$ cat src/rtl/demux_sched_if.sv
// Producer/consumer bundle for the demux scheduler: serial valid/ready input,
// per-destination enable/ready, and the registered 1-to-4 routing outputs.
interface demux_sched_if #(
    parameter int CNT_W = 3
);
    logic             din_valid;
    logic             din;
    logic             din_ready;
    logic [3:0]       dst_en;
    logic [3:0]       dst_ready;
    logic [1:0]       sel;
    logic             dout0;
    logic             dout1;
    logic             dout2;
    logic             dout3;
    logic [3:0]       dvalid;
    logic             busy;
    logic [CNT_W-1:0] beat_cnt;

    modport slave (
        input  din_valid, din, dst_en, dst_ready,
        output din_ready, sel, dout0, dout1, dout2, dout3, dvalid, busy, beat_cnt
    );

    modport master (
        output din_valid, din, dst_en, dst_ready,
        input  din_ready, sel, dout0, dout1, dout2, dout3, dvalid, busy, beat_cnt
    );
endinterface

$ cat src/rtl/demux_sched.sv
// Round-robin burst scheduler: routes a 1-bit valid/ready stream to one of four
// enabled consumers at a time, BURST_LEN beats per grant, registered outputs.
module demux_sched #(
    parameter int BURST_LEN = 4,
    parameter int CNT_W     = 3
) (
    input  logic          clk,
    input  logic          rst,
    demux_sched_if.slave  bus
);
    localparam logic [CNT_W-1:0] LAST = CNT_W'(BURST_LEN - 1);

    typedef enum logic {IDLE, BURST} state_t;

    state_t           state_q, state_d;
    logic [1:0]       sel_q, sel_d;
    logic [1:0]       ptr_q, ptr_d;
    logic [3:0]       dout_q, dout_d;
    logic [3:0]       dvalid_q, dvalid_d;
    logic [CNT_W-1:0] cnt_q, cnt_d;
    logic             busy_q, busy_d;

    logic             found;
    logic [1:0]       found_idx;
    logic             sel_en;
    logic             din_ready;
    logic             xfer;
    logic [3:0]       sel_oh;

    // First enabled destination at or after ptr, wrapping 3 -> 0.
    always_comb begin
        found     = 1'b0;
        found_idx = ptr_q;
        for (int i = 0; i < 4; i++) begin
            if (!found && bus.dst_en[ptr_q + 2'(i)]) begin
                found     = 1'b1;
                found_idx = ptr_q + 2'(i);
            end
        end
    end

    assign sel_en    = bus.dst_en[sel_q];
    assign din_ready = (state_q == BURST) && bus.dst_ready[sel_q] && sel_en;
    assign xfer      = din_ready && bus.din_valid;
    assign sel_oh    = 4'b0001 << sel_q;

    always_comb begin
        state_d  = state_q;
        sel_d    = sel_q;
        ptr_d    = ptr_q;
        cnt_d    = cnt_q;
        busy_d   = busy_q;
        dout_d   = 4'b0000;
        dvalid_d = 4'b0000;
        case (state_q)
            IDLE: begin
                if (found) begin
                    sel_d   = found_idx;
                    cnt_d   = '0;
                    busy_d  = 1'b1;
                    state_d = BURST;
                end
            end
            BURST: begin
                // Losing the enable ends the grant; din_ready is already low here.
                if (!sel_en) begin
                    state_d = IDLE;
                    busy_d  = 1'b0;
                    cnt_d   = '0;
                    ptr_d   = sel_q + 2'd1;
                end else if (xfer) begin
                    dvalid_d = sel_oh;
                    dout_d   = {4{bus.din}} & sel_oh;
                    if (cnt_q == LAST) begin
                        state_d = IDLE;
                        busy_d  = 1'b0;
                        cnt_d   = '0;
                        ptr_d   = sel_q + 2'd1;
                    end else begin
                        cnt_d = cnt_q + 1'b1;
                    end
                end
            end
            default: state_d = IDLE;
        endcase
    end

    always_ff @(posedge clk or posedge rst) begin
        if (rst) begin
            state_q  <= IDLE;
            sel_q    <= 2'd0;
            ptr_q    <= 2'd0;
            dout_q   <= 4'b0000;
            dvalid_q <= 4'b0000;
            cnt_q    <= '0;
            busy_q   <= 1'b0;
        end else begin
            state_q  <= state_d;
            sel_q    <= sel_d;
            ptr_q    <= ptr_d;
            dout_q   <= dout_d;
            dvalid_q <= dvalid_d;
            cnt_q    <= cnt_d;
            busy_q   <= busy_d;
        end
    end

    assign bus.din_ready = din_ready;
    assign bus.sel       = sel_q;
    assign bus.dout0     = dout_q[0];
    assign bus.dout1     = dout_q[1];
    assign bus.dout2     = dout_q[2];
    assign bus.dout3     = dout_q[3];
    assign bus.dvalid    = dvalid_q;
    assign bus.busy      = busy_q;
    assign bus.beat_cnt  = cnt_q;
endmodule

$ cat src/flat_wrapper.sv
// flat-port wrapper written by rule: the top's interface ports become plain ports
module demux_sched_flat 
#(
    parameter int BURST_LEN = 4,
    parameter int CNT_W     = 3
)
  (clk, rst, bus_din_valid, bus_din, bus_dst_en, bus_dst_ready, bus_din_ready, bus_sel, bus_dout0, bus_dout1, bus_dout2, bus_dout3, bus_dvalid, bus_busy, bus_beat_cnt);
  demux_sched_if #(.CNT_W(CNT_W)) bus_i ();
  input  logic clk;
  input  logic rst;
  input wire logic [$bits(bus_i.din_valid)-1:0] bus_din_valid;
  input wire logic [$bits(bus_i.din)-1:0] bus_din;
  input wire logic [$bits(bus_i.dst_en)-1:0] bus_dst_en;
  input wire logic [$bits(bus_i.dst_ready)-1:0] bus_dst_ready;
  output wire logic [$bits(bus_i.din_ready)-1:0] bus_din_ready;
  output wire logic [$bits(bus_i.sel)-1:0] bus_sel;
  output wire logic [$bits(bus_i.dout0)-1:0] bus_dout0;
  output wire logic [$bits(bus_i.dout1)-1:0] bus_dout1;
  output wire logic [$bits(bus_i.dout2)-1:0] bus_dout2;
  output wire logic [$bits(bus_i.dout3)-1:0] bus_dout3;
  output wire logic [$bits(bus_i.dvalid)-1:0] bus_dvalid;
  output wire logic [$bits(bus_i.busy)-1:0] bus_busy;
  output wire logic [$bits(bus_i.beat_cnt)-1:0] bus_beat_cnt;
  assign bus_i.din_valid = bus_din_valid;
  assign bus_i.din = bus_din;
  assign bus_i.dst_en = bus_dst_en;
  assign bus_i.dst_ready = bus_dst_ready;
  assign bus_din_ready = bus_i.din_ready;
  assign bus_sel = bus_i.sel;
  assign bus_dout0 = bus_i.dout0;
  assign bus_dout1 = bus_i.dout1;
  assign bus_dout2 = bus_i.dout2;
  assign bus_dout3 = bus_i.dout3;
  assign bus_dvalid = bus_i.dvalid;
  assign bus_busy = bus_i.busy;
  assign bus_beat_cnt = bus_i.beat_cnt;
  demux_sched #(.BURST_LEN(BURST_LEN), .CNT_W(CNT_W)) u_core (.clk(clk), .rst(rst), .bus(bus_i));
endmodule
$ cat config.mk
export PLATFORM = sky130hd
export DESIGN_NAME = demux_sched_flat
export DESIGN_NICKNAME = d
export VERILOG_FILES = /design/src/rtl/demux_sched_if.sv /design/src/rtl/demux_sched.sv /design/src/flat_wrapper.sv
export SDC_FILE = /design/constraint.sdc
export NUM_CORES = 1
export LEC_CHECK = 0
export ABC_CLOCK_PERIOD_IN_PS = 1500
export CAP_MARGIN = 20
export CORE_ASPECT_RATIO = 0.6
export CORE_UTILIZATION = 30
export CTS_CLUSTER_DIAMETER = 40
export DETAILED_ROUTE_END_ITERATION = 16
export GPL_TIMING_DRIVEN = 0
export PLACE_DENSITY = 0.66
export SLEW_MARGIN = 5
export SYNTH_ARGS = -nofsm -noshare
export SYNTH_HDL_FRONTEND = slang
export SYNTH_SLANG_ARGS = --single-unit
$ cat constraint.sdc
create_clock -name clk -period 1.5 [get_ports clk]
set_input_delay 0.3 -clock clk [delete_from_list [all_inputs] [get_ports clk]]
set_output_delay 0.3 -clock clk [all_outputs]
set_load 0.02 [all_outputs]
# Yosys cells after proc, flatten, opt, wreduce, memory -nomap -nowiden
# Cells that the tools add are included.
# op_classes
order_cmp,5
n_shift,1
bitwise,2
eq_ne,6
add_sub_neg,5
n_reduce_logical,13
n_mux,43
# op_table
op,n
2-to-1 mux 4 bit,6
2-to-1 mux 1 bit,18
less-than comparator 2 x 3 -> 1 bit (second input constant),5
binary-select mux 1 bit (select 2 bit),6
2-to-1 mux 2 bit,6
2-to-1 mux 3 bit,4
logical AND 1 bit,6
!= test 3 bit (second input constant),2
one-hot mux 3 bit (2 select lines),1
AND reduction 3 bit,2
adder 2 x 1 -> 2 bit (second input constant),2
adder 2 bit (second input constant),2
bitwise AND 4 bit,1
!= test 2 bit (second input constant),2
one-hot mux 1 bit (2 select lines),2
AND reduction 2 bit,2
<< shifter 1 x 2 -> 4 bit (first input constant),1
adder 3 x 1 -> 3 bit (second input constant),1
equality test 3 x 2 -> 1 bit (second input constant),1
logical NOT 1 bit,3
!= test 2 x 1 -> 1 bit (second input constant),1
inverter 1 bit,1
# totals
word_cells,82
output_inout_bits,15
input_bits,12
reg_bits,17

# Logic depth before layout (Yosys ltp)
# Gate-level depths: netlist of run 1.
# depth
ltp_word,14
ltp_mapped,5
mapped_depth_nobuf,5

# Worst setup path before layout of run 1
# No wires, ideal clock.
# synth_timing
kind,reg2out
start,"reg u_core.sel_q[1], in the netlist u_core.bus.sel[1]"
end,out bus_din_ready
path_stages_with_launch,5
slack_ns,-0.286
t_arrival_ns,1.486
cell_sequence,dfrtp_1 > buf_6 > mux2i_1 > and2_1 > a211oi_1
# synth_via
elab_chain_cells,4
word_cells_on_any_way,6
# synth_rtl
element,line_no,rtl
start: declaration,demux_sched.sv:16,"logic [1:0] sel_q, sel_d;"
start signal: assignment,demux_sched.sv:99,sel_q <= sel_d;
binary-select mux 1 bit (select 2 bit),demux_sched.sv:43,assign din_ready = (state_q == BURST) && bus.dst_ready[sel_q] && sel_en;
2-to-1 mux 1 bit (implied by the code),demux_sched.sv:43,
logical AND 1 bit,demux_sched.sv:43,
logical AND 1 bit *,demux_sched.sv:43,
end: declaration,flat_wrapper.sv:15,output wire logic [$bits(bus_i.din_ready)-1:0] bus_din_ready;
# Every way passes the cells marked *; elsewhere a longest branch is shown, timed or not. The select of a mux whose other input is x is not followed.

# Worst setup path in the final report of run 1
# layout_timing
start,in bus_dst_en[0]
end,out bus_din_ready
# layout_via
elab_chain_cells,3
# layout_rtl
element,line_no,rtl
start: declaration,flat_wrapper.sv:13,input wire logic [$bits(bus_i.dst_en)-1:0] bus_dst_en;
binary-select mux 1 bit (select 2 bit),demux_sched.sv:42,assign sel_en = bus.dst_en[sel_q];
2-to-1 mux 1 bit (implied by the code),demux_sched.sv:42,
logical AND 1 bit,demux_sched.sv:43,
# Every way passes these cells. The select of a mux whose other input is x is not followed.

==> reports/results.ini, run 1 <==
[run_status]
status=finished, violations left
violations=negative setup slack

[critical_path]
cpPeakStageDelay_ns=0.52
path_cells=clkdlybuf4s50_1 -> mux2_4 -> a22oi_4 -> a211oi_2 -> buf_4
worstPathRequired_ns=1.20
cp-end-kind=output pin
critPathBufInv=2
cp.arrival_ns=1.54
critPathMaxFanout=5
critPathTopFamily=buffers and inverters
startpoint_type=input port
crit_type=input port to output pin
slowest_stage=clkdlybuf4s50_1

[clock_tree]
clockBufferDepth=2
clk_pin_slew_worst_paths_ns=0.06
cts_buffers=3
cts_root_buffer=clkbuf_8
cts_tree=built
htree_num_levels=1
clkLatencyLatePin_ns=0.24
clock_sinks=17
holdBufCountCts=0

[worst_hold_path]
min-delay-path-class=input port to asynchronous set/reset pin

[die]
ios=27
start_util=0.326
die_w_um=75.0
core_area_um2=2950
die_y_um=45.8
die-area_um2=3440
rows=15

[global_routing]
antenna_found_initial=0
first_global_vias=760
grt_use_total=0.139
grt_pass1_wl_um=3440
grt_max_degree=18
grt_overflow=0

[detailed_routing]
wire_per_inst_um=12.9
viasPerCell=4.61
ant_nets=0
drtIter0Drc=30
vias=742
first_pass_iters=4
drc=0
drt-total-wl_um=2080

[timing]
hold_viol=0
postLayoutSetupSlackWorst_ns=-0.336
setup_viol=16
fmax_mhz=545
fin_setup_tns_ns=-3.62
period_minus_slack_ns=1.84
worst_pin_slew_ns=0.610
maxSlewHeadroom=0.593
timing.final.max_slew_violations=0
skew_ns=0.00293
min_period_over_period=1.22
rsz0062_at_grt=true

[synth]
ys_ff_latch=17
synth_nets=99
synth_area_leaders=dfrtp_1 44%, and2_1 6.5%, ha_1 6.5%
synthFlopType=dfrtp_1
synth_area_um2=960
synthDistinctLibCells=33
synthArstFlopShare=1.00
synth.avg_cell_area_um2=11.7
synthCells=82
yosys.cell_count.top_type=dfrtp_1
synth_edf_count=0
synth_top_cells_by_count=17 x dfrtp_1, 10 x and2_1, 5 x ha_1, 5 x nor2_1, 5 x nor2b_1
synth.top_cell.area_share=0.443
ys_seq_area_frac=0.443
synth_warnings=0
synth_top_area_cell=dfrtp_1

[placed_design]
place_hpwl_um=1570
finalWeightedCongestion=0.762
dp_slack_ns=-0.804
placed_cells=150
portBuffers=26

[power]
leakagePower_nw=0.753
power_density_nw_per_um2=1560
vdd_drop_max_mv=0.695

[cells_and_area]
stdcell_count=161
area_delta_synth_final_pct=54.5
finalNetCount=137
fin_util=0.503
fillerInstances=275
final_layout_size_suffix_gt1_frac=0.303
num_antenna_cells=0

[flow_run]
cap_violations=0

where the power goes:
group	internal, W	switching (W)	total [W]	leakage, nW
clock	0.000188	0.000139	0.000327	0.0228
combinational	0.000694	0.000590	0.00128	0.513
sequential	0.000571	0.000129	0.000700	0.217
worst reg2reg max path: cells and delay by family (launching register included):
kind                   cells  cell delay, ns
AO/OA/AOI/OAI              1            0.19
buffers and inverters      3            0.38
flip-flops                 1            0.41
AND/OR/NAND/NOR            2            0.39
multiplexers               1            0.33
state kept, by name (all words and copies together) (netlist names):
name / count
u_core.bus.dvalid: 4
u_core.bus.sel: 2
u_core.bus.busy: 1
u_core.bus.beat_cnt: 3
u_core.state_q: 1
u_core.ptr_q: 2
u_core.dout_q: 4
logic make-up (layout without fill, tap and decap cells):
family          count (synthesis)  after routing  synth area share
buf+inv                         4             41            0.0235
simple gates                   34             34             0.220
compound gates                 15             15             0.141
fa+ha+maj                       5              5            0.0652
mux                             7              7             0.107
flops                          17             17             0.443
worst paths after layout:
| kind | from | end | slack, ns | depth (start not counted) |
|---|---|---|---|---|
| setup / recovery | bus_dst_en[0] | bus_din_ready | -0.34 | 5 |
| hold / removal | rst | u_core.bus.dvalid[3] | 0.44 | 2 |
| setup reg to reg | u_core.bus.sel[1] | u_core.dout_q[0] | -0.30 | 7 |
| hold reg to reg | u_core.bus.busy | u_core.bus.busy | 0.47 | 1 |
| max in group asynchronous | rst | u_core.bus.sel[1] | 0.63 | 2 |
| min in group clk | u_core.bus.busy | u_core.bus.busy | 0.47 | 1 |
placed cells by master (no fill, tap or decap), types with 3 or more instances in the layout:
cell and count:
mux2_4 4, buf_6 3, ha_1 4, clkdlybuf4s50_1 13, nor2_1 5, dfrtp_1 13
nor2b_1 4, clkbuf_8 3, nand2b_1 3, and2_1 9, dfrtp_2 4, dlymetal6s2s_1 6
dlygate4sd2_1 6, buf_4 5
metrics by stage:
stage / power, W / hold slack (ns) / instance area (um2)
2_1_floorplan: 0.00145 / 0.226 / 1010
3_3_place_gp: 0.00177 / 0.464 / 1320
3_5_place_dp: 0.00179 / 0.466 / 1320
4_1_cts: 0.00221 / 0.466 / 1420
5_1_grt: 0.00247 / 0.498 / 1480
6_report: 0.00231 / 0.437 / 1480
area by class of cell:
type                    count  area, um2  area share
clock buffers               4       45.0      0.0304
inverters                   3       11.3     0.00759
well taps                  42       52.6      0.0354
flip-flops and latches     17        430       0.290
multi-input cells          61        594       0.401
repair buffers             33        338       0.228
plain buffers               1       11.3     0.00759
metal layers:
metal / routed length [um] / GRT usage
met5: 0 / 0
met3: 120 / 0.0354
met2: 963 / 0.229
met1: 995 / 0.179
met4: 0 / 0.0453
timing repair:
action / in CTS / in global routing
setup endpoints to repair: 23 / 23
gates resized for setup: 15 / 12
cloned: 0 / 0
pin swaps: 4 / 2
setup buffers: 4 / 3
No activity file was read; power rests on OpenSTA's default activity.
==> inputs of run 2 (changes only) <==
Settings changed: ABC_CLOCK_PERIOD_IN_PS 1500 to not set, CAP_MARGIN 20 to not set.
==> results of run 2 <==
No change in the layout: final DEF, timing and power equal those of run 1.
==> inputs of run 3 (changes only) <==
Settings changed: GPL_ROUTABILITY_DRIVEN set to 0.
==> results of run 3 <==
No change in the layout: final DEF, timing and power equal those of run 1.
